**src/rtl/fractal_sync_node.sv**
```systemverilog
// rtl/fractal_sync_node.sv - binary node of the fractal synchronization tree
// Optional barrier statistics counter: FSYNC_NODE_STATS_EN
module fractal_sync_node #(
  parameter int LVL_WIDTH = 4,
  parameter int NODE_LVL  = 1
) (
  input  logic                   clk_i,
  input  logic                   rst_ni,
  input  logic [1:0]             ch_req_i,
  input  logic [2*LVL_WIDTH-1:0] ch_lvl_i,
  output logic [1:0]             ch_ack_o,
  output logic [1:0]             ch_err_o,
  output logic                   par_req_o,
  output logic [LVL_WIDTH-1:0]   par_lvl_o,
  input  logic                   par_ack_i,
  input  logic                   par_err_i,
  output logic                   busy_o,
  output logic [15:0]            sync_cnt_o
);

  localparam logic [LVL_WIDTH-1:0] MY_LVL = LVL_WIDTH'(NODE_LVL);

  typedef enum logic [1:0] {IDLE, HALF, WAIT_PAR} state_t;

  state_t                 state, state_d;
  logic                   pend_id, pend_id_d;
  logic [LVL_WIDTH-1:0]   pend_lvl, pend_lvl_d;

  logic [LVL_WIDTH-1:0]   lvl0, lvl1, lvl_other;
  logic                   v0, v1, v_other, req_other, other_id;

  // pair resolution operands, shared by the IDLE and HALF paths
  logic                   do_resolve;
  logic [LVL_WIDTH-1:0]   res_a, res_b;
  logic                   local_done, relay_done;

  logic [1:0]             ack_d, err_d;
  logic                   preq_d;
  logic [LVL_WIDTH-1:0]   plvl_d;

  assign lvl0      = ch_lvl_i[LVL_WIDTH-1:0];
  assign lvl1      = ch_lvl_i[2*LVL_WIDTH-1:LVL_WIDTH];
  assign v0        = ch_req_i[0] && (lvl0 >= MY_LVL);
  assign v1        = ch_req_i[1] && (lvl1 >= MY_LVL);
  assign other_id  = ~pend_id;
  assign req_other = other_id ? ch_req_i[1] : ch_req_i[0];
  assign lvl_other = other_id ? lvl1 : lvl0;
  assign v_other   = other_id ? v1 : v0;

  // next-state and registered-output decode
  always_comb begin
    state_d    = state;
    pend_id_d  = pend_id;
    pend_lvl_d = pend_lvl;
    ack_d      = 2'b00;
    err_d      = 2'b00;
    preq_d     = 1'b0;
    plvl_d     = par_lvl_o;
    do_resolve = 1'b0;
    res_a      = '0;
    res_b      = '0;
    local_done = 1'b0;
    relay_done = 1'b0;

    case (state)
      IDLE: begin
        if (v0 && v1) begin
          do_resolve = 1'b1;
          res_a      = lvl0;
          res_b      = lvl1;
        end else begin
          if (ch_req_i[0] && !v0) err_d[0] = 1'b1;
          if (ch_req_i[1] && !v1) err_d[1] = 1'b1;
          if (v0) begin
            pend_id_d  = 1'b0;
            pend_lvl_d = lvl0;
            state_d    = HALF;
          end else if (v1) begin
            pend_id_d  = 1'b1;
            pend_lvl_d = lvl1;
            state_d    = HALF;
          end
        end
      end
      HALF: begin
        // a second pulse from the pending child never replaces its request
        if (pend_id ? ch_req_i[1] : ch_req_i[0]) err_d[pend_id] = 1'b1;
        if (req_other && !v_other) begin
          err_d[other_id] = 1'b1;
        end else if (v_other) begin
          do_resolve = 1'b1;
          res_a      = pend_lvl;
          res_b      = lvl_other;
        end
      end
      WAIT_PAR: begin
        err_d = ch_req_i;
        if (par_err_i) begin
          err_d   = 2'b11;
          state_d = IDLE;
        end else if (par_ack_i) begin
          ack_d      = 2'b11;
          relay_done = 1'b1;
          state_d    = IDLE;
        end
      end
      default: state_d = IDLE;
    endcase

    if (do_resolve) begin
      if (res_a != res_b) begin
        err_d   = 2'b11;
        state_d = IDLE;
      end else if (res_a == MY_LVL) begin
        ack_d      = 2'b11;
        local_done = 1'b1;
        state_d    = IDLE;
      end else begin
        preq_d  = 1'b1;
        plvl_d  = res_a;
        state_d = WAIT_PAR;
      end
    end

    // a child never sees ack and err together; err takes precedence
    ack_d = ack_d & ~err_d;
  end

  // state and output registers
  always_ff @(posedge clk_i or negedge rst_ni) begin
    if (!rst_ni) begin
      state     <= IDLE;
      pend_id   <= 1'b0;
      pend_lvl  <= '0;
      ch_ack_o  <= 2'b00;
      ch_err_o  <= 2'b00;
      par_req_o <= 1'b0;
      par_lvl_o <= '0;
      busy_o    <= 1'b0;
    end else begin
      state     <= state_d;
      pend_id   <= pend_id_d;
      pend_lvl  <= pend_lvl_d;
      ch_ack_o  <= ack_d;
      ch_err_o  <= err_d;
      par_req_o <= preq_d;
      par_lvl_o <= plvl_d;
      busy_o    <= (state_d != IDLE);
    end
  end

`ifdef FSYNC_NODE_STATS_EN
  logic [15:0] sync_cnt;

  // saturating count of successful barriers, updated alongside the ack pulse
  always_ff @(posedge clk_i or negedge rst_ni) begin
    if (!rst_ni) begin
      sync_cnt <= 16'h0000;
    end else if ((local_done || relay_done) && (sync_cnt != 16'hFFFF)) begin
      sync_cnt <= sync_cnt + 16'h0001;
    end
  end

  assign sync_cnt_o = sync_cnt;
`else
  assign sync_cnt_o = 16'h0000;
`endif

endmodule

```
**config.mk**
```make
export PLATFORM = sky130hd
export DESIGN_NAME = fractal_sync_node
export DESIGN_NICKNAME = d
export VERILOG_FILES = /design/src/rtl/fractal_sync_node.sv
export SDC_FILE = /design/constraint.sdc
export NUM_CORES = 1
export LEC_CHECK = 0
export BUFFER_PORTS_ARGS = -buffer_cell sky130_fd_sc_hd__buf_2
export CAP_MARGIN = 20
export CORE_AREA = 2 2 60 62
export CTS_BUF_LIST = sky130_fd_sc_hd__clkbuf_4
export DETAILED_ROUTE_END_ITERATION = 10
export DIE_AREA = 0 0 62 64
export HOLD_SLACK_MARGIN = 0.12
export MAX_ROUTING_LAYER = met4
export PLACE_DENSITY = 0.67
export SYNTH_ARGS = -nofsm -noshare
export SYNTH_HDL_FRONTEND = slang
export SYNTH_SLANG_ARGS = --single-unit
```
**constraint.sdc**
```tcl
create_clock -name clk_i -period 2.2 [get_ports clk_i]
set_input_delay 0.44 -clock clk_i [delete_from_list [all_inputs] [get_ports clk_i]]
set_output_delay 0.44 -clock clk_i [all_outputs]
set_load 0.01 [all_outputs]
```
**Word level (Yosys, flattened, before mapping)**

Cells that the tools add are included.

- Logic and storage cells: 93
- Input bits: 14
- Output and inout port bits: 26
- Register bits: 17

- Reductions and logical operators: 16
- Bitwise operators: 7
- Magnitude comparators: 6
- Eq/ne operators: 4
- Multiplexer cells: 52

Operators by type and width:

| kind | number |
|---|---|
| $mux 2 | 21 |
| $mux 4 | 9 |
| $pmux 4 s2 | 2 |
| $mux 1 | 15 |
| $pmux 2 s3 | 2 |
| $ge 4x1->1 const B | 2 |
| $logic_and 1x1->1 | 8 |
| $reduce_and 3->1 | 2 |
| $eq 4x1->1 const B | 1 |
| $lt 1x2->1 const B | 2 |
| $ne 4x4->1 | 1 |
| $not 1->1 | 4 |
| $reduce_bool 2->1 | 2 |
| $logic_not 1->1 | 3 |
| $and 2x2->2 | 1 |
| $demux 1 s1 | 2 |
| $eq 2x1->1 const B | 1 |
| $eq 2x2->1 const B | 1 |
| $ge 1x1->1 const B | 2 |
| $logic_not 2->1 | 1 |
| $not 2->2 | 1 |
| $or 2x2->2 | 1 |
| $pmux 1 s2 | 1 |

**Longest topological paths before layout**

- Depth in word-level cells: 13
- Depth in mapped cells: 12
- Gate-level depth less buffers: 11

**Worst setup path after synthesis**

No wires, ideal clock.

- Kind: in2reg
- From: in ch_lvl_i[3]
- To: reg busy_o
- Arrival: 2.825 ns
- Path buffers: 1
- Path slack: -0.756 ns
- Stages on the path: 10
- Data required time: 2.069 ns
- Library setup time: 0.131 ns
- Path through: or4_4 > nand2_1 > inv_1 > ha_1 > nor3b_1 > a22o_1 > nor4_1 > and4bb_1 > buf_6 > or3_1

- Cells in the longest elaborated chain, start to end: 12
- Elaborated cells between the ends (all ways): 28
- Those cells by class: order compare (1); eq/ne (2); mux (20); reduce/logical (5)

Ends and longest elaborated chain:

| item | line | source |
|---|---|---|
| from (decl) | 10 | `input logic [2*LVL_WIDTH-1:0] ch_lvl_i,` |
| $ge 4x1->1 | 43 | `assign v0 = ch_req_i[0] && (lvl0 >= MY_LVL);` |
| $logic_and 1x1->1 | 43 |  |
| $mux 1 | 48 | `assign v_other = other_id ? v1 : v0;` |
| $logic_not 1->1 | 88 | `if (req_other && !v_other) begin` |
| $logic_and 1x1->1 | 88 |  |
| $mux 4 | 88 |  |
| $pmux 4 s2 | 65 | `case (state)` |
| $eq 4x1->1 | 114 | `end else if (res_a == MY_LVL) begin` |
| $mux 2 | 114 |  |
| $mux 2 | 111 | `if (res_a != res_b) begin` |
| $mux 2 * | 110 | `if (do_resolve) begin` |
| $reduce_bool 2->1 * | 148 | `busy_o <= (state_d != IDLE);` |
| to (signal assigned) | 148 |  |
| to (decl) | 17 | `output logic busy_o,` |

Mark *: on every way between the ends. The rest lies on a longest branch, timed or not.
A chain may end at the register's enable or synchronous reset.

**Worst setup path after layout**

- From: in ch_lvl_i[4]
- To: reg par_lvl_o[2]

- Cells in the longest elaborated chain, start to end: 10
- Elaborated cells between the ends (all ways): 24
- Those cells by class: order compare (1); eq/ne (2); mux (14); bitwise (2); reduce/logical (5)

Ends and longest elaborated chain:

| item | line | source |
|---|---|---|
| $ge 4x1->1 | 44 | `assign v1 = ch_req_i[1] && (lvl1 >= MY_LVL);` |
| $logic_and 1x1->1 | 44 |  |
| $mux 1 | 48 |  |
| $logic_not 1->1 | 88 |  |
| $logic_and 1x1->1 | 88 |  |
| $mux 4 | 88 |  |
| $pmux 4 s2 | 65 |  |
| $eq 4x1->1 / $ne 4x4->1 (equally long branches) | 114, 111 |  |
| $not 1->1 (no line) | -- |  |
| $reduce_and 3->1 (no line) | -- |  |
| to (signal assigned) | 147 | `par_lvl_o <= plvl_d;` |
| to (decl) | 14 | `output logic [LVL_WIDTH-1:0] par_lvl_o,` |

Parallel ways exist; a longest one is shown, timed or not.

==> run_results.csv <==
group,metric,value,unit
run_status,status,"finished with violations",
run_status,violations,"negative setup slack",
setup_path,regToRegStartpoint,"state[1]",
drt,vias,1065,
synth,synth_area_leaders,"dfrtp_1, buf_4, a22oi_1",
synth,async_reset_ff_share,100,%
min_path,holdPathEnd,"ch_ack_o[0]",
cts,cts.sinks,17,
power,design_power_total,1.83,mW
setup_path,critPathSlowestCell,"nor4_4",
timing,period_needed,2490,ps
synth,synth_fa_ha_area_share,1.12,%
setup_path,critical_path_class,"in -> reg",
synth,synth_common_cells,"dfrtp_1, buf_4, nor2_1",
synth,synth_flop_cell,"dfrtp_1",
min_path,whs_path_depth,3,
setup_path,r2r_cells,8,
placed_design,io_buffers,23,
global_routing,overflow,0,
synth,avgSynthCellArea,9.44,sq um
layout,area_growth,48.0,%
setup_path,start_kind,"primary input",
floorplan,pin_count,40,
drt,firstDrtPassIters,4,
floorplan,initial_utilization,33.9,%
cts,cts_made_buffers,3,
cts,htree_levels,1,
global_routing,grt_max_degree,18,
synth,synth_edf_count,0,
power,power_leakage,0.786,nW
cts,tritoncts,"yes",
synth,synth_mux_area_share,5.96,%
timing,max_freq,402,MHz
setup_path,crit_fanout,6,
synth,synth.largest_area_cell,"dfrtp_1",
synth,syn_area,0.00111,sq mm
floorplan,dieArea,0.00397,sq mm
synth,synthXorXnorAreaFrac,3.15,%
cts,clockBufferDepth,2,
drt,drc,0,
synth,synth-compound-area-share,17.8,%
timing,finalCritPeriodShare,113,%
placed_design,dp.final_hpwl,2240,um
synth,yosys_warnings,0,
drt,post_drt_wl_per_cell,13.5,um
global_routing,grt_pass1_wl,4860,um
setup_path,endpoint_kind,"flip-flop",
global_routing,use_met3,3.85,%
power,p_per_area,1110,mW/mm^2
power,ir_drop,0.376,mV
cts,clk_pin_slew,110,ps
global_routing,use_met1,20.0,%
timing,setup_viol_count_final,8,
synth,synth.distinct_cells,37,
min_path,holdCritPathClass,"in -> reg",
global_routing,antenna_found_initial,0,
synth,synth-seq-cells,17,
synth,yosysSeqAreaShare,38.2,%
layout,drive_above_1_share,48.6,%
synth,postSynthCellCount,118,
floorplan,die_x,62,um
setup_path,timing.rr.end,"par_lvl_o[2]",
floorplan,fp.dieH,64,um
min_path,min_from,"par_ack_i",
timing,final-max-slew-violation-count,0,
timing,rsz0062_at_grt,"yes",
drt,routed_wl,3010,um
setup_path,path_cells,"buf_2, nor4_4, nand2b_4, inv_1, ha_4, nor3b_4, a22o_1, xnor2_1, nor2_1, and4bb_4, mux2_4",
cts,clk_latency,300,ps
floorplan,core,0.00328,sq mm
setup_path,critPathTopFamily,"simple AND/OR/NAND/NOR gates",
drt,ant_nets,0,
setup_path,cp_slowest_stage_delay,350,ps
setup_path,worstPathRequired,2390,ps
timing,skew,5.67,ps
setup_path,cp-startpoint,"ch_lvl_i[4]",
timing,tns,-1590,ps
synth,synth_top_family_by_area,"simple AND/OR/NAND/NOR gates",
layout,num-fill-cells,311,
global_routing,grt-busiest-layer,"met2",
placed_design,routabilityCongestion,0.854,
global_routing,gr-usage-all-layers,16.7,%
layout,antenna_cells,0,
global_routing,grt_use_met2,26.0,%
synth,yosysMostFrequentCell,"dfrtp_1",
layout,multi_input_area,701,sq um
cts,cts_root_buffer,"clkbuf_4",
timing,hold_viol,0,
drt,first_iter_violations,33,
setup_path,rrSetupSlack,-70,ps
synth,synth-simple-area-share,19.0,%
drt,avgViaCountPerCell,4.78,
setup_path,cp_num_buf_inv,2,
layout,final_nets,193,
synth,yosys.area.top_type_share,38.2,%
setup_path,cp.arrival,2680,ps
run,maxCapViolCount,0,
layout,register_area,425,sq um
timing,finalWorstSetupSlack,-288,ps
global_routing,grt_pass1_vias,1085,
floorplan,num_rows,21,
[sequential cells by signal (all words and copies together) (netlist names)]
signal,count
pend_lvl,4
pend_id,1
ch_err_o,2
busy_o,1
ch_ack_o,2
par_req_o,1
state,2
par_lvl_o,4
[worst register-to-register path, delay by kind of cell (launching register included)]
family                 cells  cell delay (ps)
AO/OA/AOI/OAI              2              390
XOR/XNOR                   1              150
buffers and inverters      1              180
flip-flops                 1              440
multiplexers               1              310
AND/OR/NAND/NOR            3              690
[stage by stage]
stage / setup WS [ps] / area (sq um) / utilization, % / hold slack (ps) / cells
4_1_cts: -287 / 1580 / 48.1 / 418 / 224
5_1_grt: -385 / 1650 / 50.2 / 420 / 223
3_5_place_dp: -699 / 1480 / 45.0 / 383 / 213
6_report: -288 / 1650 / 50.2 / 408 / 223
2_1_floorplan: -578 / 1210 / - / 144 / 133
3_3_place_gp: -642 / 1480 / 45.0 / 378 / 213
[cells in the final DEF, fill, tap and decap left out, drive strengths merged, types with 2 or more instances in the layout]
cell type and instances:
buf 60, o21ai 2, conb 16, mux2 5, nand2b 3, dfrtp 17, nor4 2, inv 4
clkbuf 3, nand2 7, xnor2 3, a22oi 9, nor3b 2, nor2 13, a21oi 8, a22o 3
[where the power goes]
part / total, mW / leakage (nW) / internal [mW] / switching, mW
clock: 0.178 / 0.0177 / 0.0679 / 0.110
sequential: 0.503 / 0.208 / 0.433 / 0.0698
combinational: 1.15 / 0.561 / 0.601 / 0.545
[worst max path at each step]
stage                     slack, ps           end  depth (start not counted)
final                          -290  par_lvl_o[2]                         11
after detailed placement       -700  par_lvl_o[2]                         10
after floorplan                -580        busy_o                         10
after global routing           -380  par_lvl_o[1]                         11
after CTS                      -290  par_lvl_o[2]                         11
after global placement         -640  par_lvl_o[2]                         11
[cells by family after synthesis]
family	Yosys count
mux	6
other cells	1
buf+inv	25
fa+ha+maj	1
flops	17
xor+xnor	4
compound gates	28
simple gates	36
[area by class of cell]
cell class	instances	area share, %
Clock buffer	3	1.37
Clock inverter	1	0.304
Inverter	4	1.06
Multi-Input combinational cell	91	42.5
Sequential cell	17	25.8
Tap cell	46	3.49
Timing Repair Buffer	61	25.4
[timing repair]
action / in CTS / in global routing
setup buffers: 6 / 2
gates resized for setup: 6 / 12
endpoints found under the hold margin: 17 / 0
hold buffers: 1 / 0
pin swaps: 7 / 7
endpoints found under the setup margin: 7 / 11
[routing by layer]
| layer | wire length [um] | share of wire [%] | up-vias |
|---|---|---|---|
| met4 | 81 | 2.7 | 0 |
| met3 | 190 | 6.3 | 11 |
| li1 | - | - | 505 |
| met2 | 1520 | 51 | 45 |
| met1 | 1210 | 40 | 504 |
| met5 | 0 | 0 | - |
Power figures use the tool's default switching activity.
